===== src/rtl/i2c_target_regfile.sv =====
// I2C target with an auto-incrementing byte register file.
// Oversampled bus pins are synchronised, glitch-filtered and decoded into edge/START/STOP events.
module i2c_target_regfile #(
    parameter logic [6:0]  DEV_ADDR  = 7'h50,
    parameter int unsigned MEM_DEPTH = 128,
    parameter int unsigned FILT_LEN  = 3
) (
    input  logic       clk,
    input  logic       rst,
    input  logic       scl,
    input  logic       sda_i,
    output logic       sda_oe,
    output logic       busy,
    output logic       done,
    output logic       ack_err,
    output logic [7:0] ptr
);
    localparam int unsigned AW = (MEM_DEPTH > 1) ? $clog2(MEM_DEPTH) : 1;
    localparam int unsigned CW = (FILT_LEN > 1) ? $clog2(FILT_LEN) : 1;

    typedef enum logic [3:0] {
        IDLE, ADDR, ADDR_ACK, PTR, PTR_ACK, WDATA, WDATA_ACK, RDATA, RDATA_ACK, IGNORE
    } state_t;

    // Bit 1 carries SCL, bit 0 carries SDA through the synchroniser and filter
    logic [1:0]    sync1, sync2, filt, filt_q;
    logic [CW-1:0] fcnt [2];

    always_ff @(posedge clk) begin
        if (rst) begin
            sync1   <= 2'b11;
            sync2   <= 2'b11;
            filt    <= 2'b11;
            filt_q  <= 2'b11;
            fcnt[0] <= '0;
            fcnt[1] <= '0;
        end else begin
            sync1  <= {scl, sda_i};
            sync2  <= sync1;
            filt_q <= filt;
            for (int k = 0; k < 2; k++) begin
                if (sync2[k] == filt[k]) begin
                    fcnt[k] <= '0;
                end else if (fcnt[k] == CW'(FILT_LEN - 1)) begin
                    filt[k] <= sync2[k];
                    fcnt[k] <= '0;
                end else begin
                    fcnt[k] <= fcnt[k] + CW'(1);
                end
            end
        end
    end

    logic scl_f, sda_f, scl_rise_c, scl_fall_c, start_c, stop_c;
    assign scl_f      = filt[1];
    assign sda_f      = filt[0];
    assign scl_rise_c = scl_f & ~filt_q[1];
    assign scl_fall_c = ~scl_f & filt_q[1];
    assign start_c    = scl_f & filt_q[1] & ~sda_f & filt_q[0];
    assign stop_c     = scl_f & filt_q[1] & sda_f & ~filt_q[0];

    state_t     state, state_n;
    logic [3:0] bcnt, bcnt_n;
    logic [7:0] shreg, shreg_n, ptr_n, rd_data, ptr_inc;
    logic       rw, rw_n, mack, mack_n, wr_req, wr_req_n;
    logic       sda_oe_n, busy_n, done_n, ack_err_n, load_rd;
    logic [7:0] mem [MEM_DEPTH];

    assign ptr_inc = (ptr == 8'(MEM_DEPTH - 1)) ? 8'd0 : ptr + 8'd1;

    // Next-state and output decode; bus conditions override the per-state behaviour
    always_comb begin
        state_n   = state;
        bcnt_n    = bcnt;
        shreg_n   = shreg;
        rw_n      = rw;
        mack_n    = mack;
        ptr_n     = ptr;
        sda_oe_n  = sda_oe;
        busy_n    = busy;
        done_n    = 1'b0;
        ack_err_n = 1'b0;
        wr_req_n  = 1'b0;
        load_rd   = 1'b0;
        case (state)
            ADDR, PTR, WDATA: begin
                if (scl_rise_c) begin
                    shreg_n = {shreg[6:0], sda_f};
                    bcnt_n  = bcnt + 4'd1;
                    if (state == WDATA && bcnt == 4'd7) wr_req_n = 1'b1;
                end else if (scl_fall_c && bcnt == 4'd8) begin
                    bcnt_n = '0;
                    if (state == ADDR) begin
                        if (shreg[7:1] == DEV_ADDR) begin
                            state_n  = ADDR_ACK;
                            rw_n     = shreg[0];
                            sda_oe_n = 1'b1;
                            busy_n   = 1'b1;
                        end else begin
                            state_n = IGNORE;
                        end
                    end else if (state == PTR) begin
                        if ({1'b0, shreg} < 9'(MEM_DEPTH)) begin
                            ptr_n    = shreg;
                            sda_oe_n = 1'b1;
                            state_n  = PTR_ACK;
                        end else begin
                            ack_err_n = 1'b1;
                            state_n   = IGNORE;
                        end
                    end else begin
                        ptr_n    = ptr_inc;
                        sda_oe_n = 1'b1;
                        state_n  = WDATA_ACK;
                    end
                end
            end
            ADDR_ACK: begin
                if (scl_fall_c) begin
                    bcnt_n = '0;
                    if (rw) begin
                        load_rd = 1'b1;
                    end else begin
                        sda_oe_n = 1'b0;
                        state_n  = PTR;
                    end
                end
            end
            PTR_ACK, WDATA_ACK: begin
                if (scl_fall_c) begin
                    sda_oe_n = 1'b0;
                    bcnt_n   = '0;
                    state_n  = WDATA;
                end
            end
            RDATA: begin
                if (scl_rise_c) begin
                    bcnt_n = bcnt + 4'd1;
                end else if (scl_fall_c) begin
                    if (bcnt == 4'd8) begin
                        sda_oe_n = 1'b0;
                        bcnt_n   = '0;
                        state_n  = RDATA_ACK;
                    end else begin
                        shreg_n  = {shreg[6:0], 1'b0};
                        sda_oe_n = ~shreg[6];
                    end
                end
            end
            RDATA_ACK: begin
                if (scl_rise_c) begin
                    mack_n = sda_f;
                    bcnt_n = 4'd1;
                end else if (scl_fall_c && bcnt == 4'd1) begin
                    bcnt_n = '0;
                    if (!mack) load_rd = 1'b1;
                    else       state_n = IGNORE;
                end
            end
            default: sda_oe_n = 1'b0;
        endcase
        if (load_rd) begin
            shreg_n  = rd_data;
            sda_oe_n = ~rd_data[7];
            ptr_n    = ptr_inc;
            state_n  = RDATA;
        end
        if (start_c) begin
            state_n  = ADDR;
            bcnt_n   = '0;
            sda_oe_n = 1'b0;
            wr_req_n = 1'b0;
        end
        if (stop_c) begin
            state_n  = IDLE;
            sda_oe_n = 1'b0;
            done_n   = busy;
            busy_n   = 1'b0;
            wr_req_n = 1'b0;
        end
    end

    always_ff @(posedge clk) begin
        if (rst) begin
            state   <= IDLE;
            bcnt    <= '0;
            shreg   <= '0;
            rw      <= 1'b0;
            mack    <= 1'b0;
            wr_req  <= 1'b0;
            ptr     <= '0;
            sda_oe  <= 1'b0;
            busy    <= 1'b0;
            done    <= 1'b0;
            ack_err <= 1'b0;
        end else begin
            state   <= state_n;
            bcnt    <= bcnt_n;
            shreg   <= shreg_n;
            rw      <= rw_n;
            mack    <= mack_n;
            wr_req  <= wr_req_n;
            ptr     <= ptr_n;
            sda_oe  <= sda_oe_n;
            busy    <= busy_n;
            done    <= done_n;
            ack_err <= ack_err_n;
        end
    end

    // Register file: identity contents on reset, registered read of the current pointer
    always_ff @(posedge clk) begin
        if (rst) begin
            for (int unsigned i = 0; i < MEM_DEPTH; i++) mem[i] <= 8'(i);
            rd_data <= '0;
        end else begin
            if (wr_req) mem[ptr[AW-1:0]] <= shreg;
            rd_data <= mem[ptr[AW-1:0]];
        end
    end
endmodule


===== config.mk =====
export PLATFORM = sky130hd
export DESIGN_NAME = i2c_target_regfile
export DESIGN_NICKNAME = d
export VERILOG_FILES = /design/src/rtl/i2c_target_regfile.sv
export SDC_FILE = /design/constraint.sdc
export NUM_CORES = 2
export LEC_CHECK = 0
export ABC_AREA = 1
export CAP_MARGIN = 20
export CORE_MARGIN = 1.5
export CORE_UTILIZATION = 55
export DETAILED_ROUTE_END_ITERATION = 10
export GPL_TIMING_DRIVEN = 0
export MAX_ROUTING_LAYER = met4
export PLACE_DENSITY = 0.75
export SYNTH_ARGS = -nofsm -noshare
export SYNTH_HDL_FRONTEND = slang
export SYNTH_SLANG_ARGS = --single-unit

===== constraint.sdc =====
create_clock -name clk -period 4.3 [get_ports clk]
set_input_delay 1.075 -clock clk [delete_from_list [all_inputs] [get_ports clk]]
set_output_delay 1.075 -clock clk [all_outputs]
set_load 0.005 [all_outputs]

* Yosys cells after proc, flatten, opt, wreduce, memory -nomap -nowiden
Memories as Yosys holds them, arrays and structs flattened. A register that Yosys moved wholly into a read port is not among the register bits. Cells that the tools add are included.
Word-level totals: memories 2, word-level logic and storage cells 245, flip-flop bits (word level) 39, ROM bits 0, RAM bits 1028, bits in latches 0, output and inout port bits 12
Memory list:
- mem | words 128, bits a word 8, rd ports 1, clocked after Yosys merged registers in 1, wr ports 128, RTL line 67 | logic [7:0] mem [MEM_DEPTH];
- fcnt | words 2, bits a word 2, rd ports 2, clocked after Yosys merged registers in 0, wr ports 2, RTL line 27 | logic [CW-1:0] fcnt [2];
Cells by class: equal/unequal tests 63, reduce and logical (&&, ||, !) cells 32, div/mod/pow operators 0, bitwise logic cells 26, muxes and demuxes 99, add/subtract/negate cells 4, shift operators 0, $mul 0, $lt $le $gt $ge 1
Operators by type and width (count):
- two-way mux 8 bit | 14
- two-way mux 4 bit | 23
- inequality test 3 bit, second input constant | 17
- two-way mux 1 bit | 49
- inequality test 4 bit, second input constant | 12
- AND reduction 12 bit | 3
- inequality test 2 bit, second input constant | 13
- equality test 4 x 3 -> 1 bit, second input constant | 5
- case mux 4 bit (5 select lines) | 1
- case mux 4 bit (4 select lines) | 1
- case mux 8 bit (2 select lines) | 1
- AND reduction 5 bit | 3
- NOT 1 bit | 13
- two-way mux 2 bit | 6
- AND reduction 10 bit | 1
- OR reduction 3 bit | 3
- adder 8 x 1 -> 8 bit, second input constant | 1
- equality test 4 x 1 -> 1 bit, second input constant | 2
- equality test 4 x 2 -> 1 bit, second input constant | 2
- equality test 4 bit, second input constant | 2
- equality test 8 x 7 -> 1 bit, second input constant | 1
- < comparator 8 bit, second input constant | 1
- OR reduction 2 bit | 4
- OR reduction 8 bit | 1
- other kinds (26) | 46

* Logic depth before layout (Yosys ltp)
word-level depth 9, depth in mapped cells 17, depth with buffers taken out 13

* Least setup slack after synthesis
OpenSTA, ideal clock, no wires.
path type input-to-reg, start point in rst, end point mem mem[103][0], enable pin, cell stages on the path 9, setup slack 1.501 ns, arrival 2.470 ns, data required time 3.971 ns, cells stage by stage buf_2 -> inv_2 -> nand2_1 -> buf_2 -> nor2_1 -> nand2_1 -> nor2_1 -> inv_1 -> nand2_1
RTL lines:
- from (decl) | RTL line 9 | input logic rst,
- to (decl) | RTL line 67

==> impl_metrics.py <==
metrics = {
    "global_routing": {
        "grt_pass1_wl_mm": 253,
        "grt_pass1_vias": 39598,
        "antenna_found_initial": 11,
        "grt_max_degree": 15,
        "track_usage_pct": 38.0,
        "grt.overflow.total": 0,
    },
    "sta": {
        "fin_setup_tns_ps": 0,
        "slew_viol_final": 0,
        "fmax_mhz": 258,
        "timing.final.crit_share_pct": 90.0,
        "hold_viol": 0,
        "worstMarginPinSlew_ps": 1270,
        "relSlewSlack_pct": 15.5,
        "fin_skew_ps": 24.7,
        "setup-violations-final": 0,
        "rsz0062_at_grt": "no",
        "min_period_ps": 3870,
    },
    "placed_design": {
        "postPlaceCellArea_um2": 53700,
        "dp_hpwl_mm": 127,
        "dp_cells": 7435,
        "gp_congestion": 1.08,
        "port_buffers": 14,
    },
    "cts": {
        "post-cts-setup-buffers": 0,
        "clock-sinks": 1075,
        "insertion_delay_ps": 730,
        "cts_made_buffers": 111,
        "cts_buffer_depth": 3,
        "cts_tree": "done",
        "ctsHoldBuffers": 0,
        "cts_repair_resize_count": 0,
        "cts.root.buffer_cell": "clkbuf_16",
        "htree_levels": 3,
        "clk_pin_slew_ps": 60,
    },
    "synth": {
        "seq_area_frac_synth_pct": 61.5,
        "yosys-top-cells-area": "edfxtp_1 60%, nand2_1 26%, nor2_1 5.1%, dfxtp_1 1.8%, clkbuf_1 1.7%",
        "ys_ff_latch": 1075,
        "synth_top_cell_by_area": "edfxtp_1",
        "syn_avg_cell_area_um2": 8.42,
        "synth_top_area_share_pct": 59.6,
        "yosys.cell_types.count": 34,
        "synth_warnings": 0,
        "synth.cell_area_um2": 51800,
        "synthCells": 6150,
    },
    "setup_path": {
        "crit_path_start_kind": "flop",
        "arrival_ps": 4520,
        "crit_type": "reg -> reg",
        "crit_required_ps": 4950,
        "endpoint_kind": "flop",
        "crit_path_max_fanout": 10,
    },
    "routing": {
        "ant_nets": 0,
        "viasPerCell": 5.72,
        "wirelength_mm": 179,
        "dr.first_iter.drc_count": 7436,
        "vias": 43751,
        "drc_errors": 0,
        "wl_per_cell_um": 23.3,
        "dr.pass1.iters": 7,
    },
    "cells_and_area": {
        "finalNetCount": 6307,
        "drive_above_1_share_pct": 7.98,
        "design_area_um2": 57300,
        "final_cells": 7652,
        "fin_util_pct": 61.4,
        "area_delta_synth_final_pct": 10.6,
    },
    "power": {
        "power.leakage_nw": 22.4,
        "power_density_nw_per_um2": 404,
        "ir_drop_v": 0.000327,
    },
    "floorplanning": {
        "core_area_um2": 93300,
        "core.rowCount": 112,
        "die_x_um": 310,
        "start_util_pct": 55.5,
        "die_h_um": 310,
        "dieArea_um2": 96000,
        "ioPinCount": 16,
    },
    "hold_path": {
        "min_path_type": "reg -> reg",
    },
    "run_status": {
        "outcome": "finished clean",
    },
    "run": {
        "drv_cap": 0,
    },
}
==> sequential cells by signal, indices dropped and copies added, names as in the netlist <==
| register | cells |
|---|---|
| mem | 1024 |
| ptr | 8 |
| rd_data | 8 |
| shreg | 8 |
| bcnt | 4 |
| fcnt | 4 |
| state | 4 |
| filt | 2 |
| filt_q | 2 |
| sync1 | 2 |
| sync2 | 2 |
| ack_err | 1 |
| busy | 1 |
| done | 1 |
| mack | 1 |
| rw | 1 |
| sda_oe | 1 |
| wr_req | 1 |
==> logic make-up (layout without fill, tap and decap cells) <==
kind of cell	count (synthesis)	after routing	synth area share, %
AND/OR/NAND/NOR	4385	4385	32.7
flip-flops	1075	1075	61.5
buffers and inverters	581	809	4.60
AO/OA/AOI/OAI	99	99	1.03
adder cells (fa/ha/maj)	9	9	0.218
other	1	21	0.00725
==> layout make-up <==
type	instances	area (µm²)
repair buffers	28	400
clock inverters	59	493
diodes	17	42.5
flip-flops and latches	1075	31800
inverters	224	842
plain buffers	357	1550
well taps	1254	1570
multi-input cells	4497	17600
clock buffers	141	2990
fillers	8028	36100
==> final timing paths <==
check,from,end,slack [ps],cells after the start
worst min register to register,sync1[0],sync2[0],440,1
worst max register to register,ptr[2],rd_data[7],430,11
worst min-delay path,sync1[0],sync2[0],440,1
worst max-delay path,ptr[2],rd_data[7],430,11
==> cells in the mapped netlist, drive strengths merged <==
cell and number:
clkbuf 229, clkinv 3, a211oi 1, ha 9, o31ai 3, dfxtp 47
o211ai 7, edfxtp 1028, nor3 19, nand3 15, and2 1, nor2 796
a21oi 31, nand3b 2, a31oi 5, conb 1, o21ai 51, inv 221
o221ai 1, or2 5, nor4 1, buf 128, and3 1, nand2 3528
nand4 17
==> stage by stage <==
stage	power [W]	hold slack [ps]	setup slack (ps)
3_3_place_gp	0.0137	424	118
3_5_place_dp	0.0138	405	235
5_1_grt	0.0235	448	554
6_report	0.0232	443	430
2_1_floorplan	0.0130	389	1500
4_1_cts	0.0230	439	783
==> layout by cell type (no fill, tap or decap), types with 14 or more instances in the layout <==
master / n
diode_2: 17
o21ai_0: 49
edfxtp_1: 1028
clkinv_2: 17
dfxtp_1: 47
buf_2: 103
buf_1: 14
a21oi_1: 31
inv_1: 95
nor2_1: 710
clkbuf_1: 248
clkbuf_16: 115
nand2_1: 3528
nand3_1: 15
nand4_1: 17
inv_2: 126
clkinv_1: 29
nor2_4: 17
clkdlybuf4s50_1: 14
nor2_2: 69
==> routing by layer <==
layer  GRT usage (%)  up-vias  share of wire (%)
met5               -        -                  0
met4            20.1        0                6.1
met3            9.73      564                 15
met2            54.8     3159                 43
met1            49.6    20390                 36
li1                -    19638                  -
==> report_power, final <==
| group | total (W) | internal, W | switching (W) |
|---|---|---|---|
| Clock | 0.00950 | 0.00535 | 0.00415 |
| Sequential | 0.0119 | 0.0118 | 0.000110 |
| Combinational | 0.00179 | 0.000321 | 0.00147 |
==> worst max-delay path, cell delays in order, from the launching register on <==
cell and delay [ps]:
dfxtp_1 450, buf_2 370, clkbuf_1 890, clkbuf_1 1000, nand2_1 140, nand2_1 110
nand2_1 50, nand2_1 220, o21ai_0 190, nand2_1 170, nor2_1 110, nor2_1 90
Note: power is estimated with default switching activity, not from simulation.
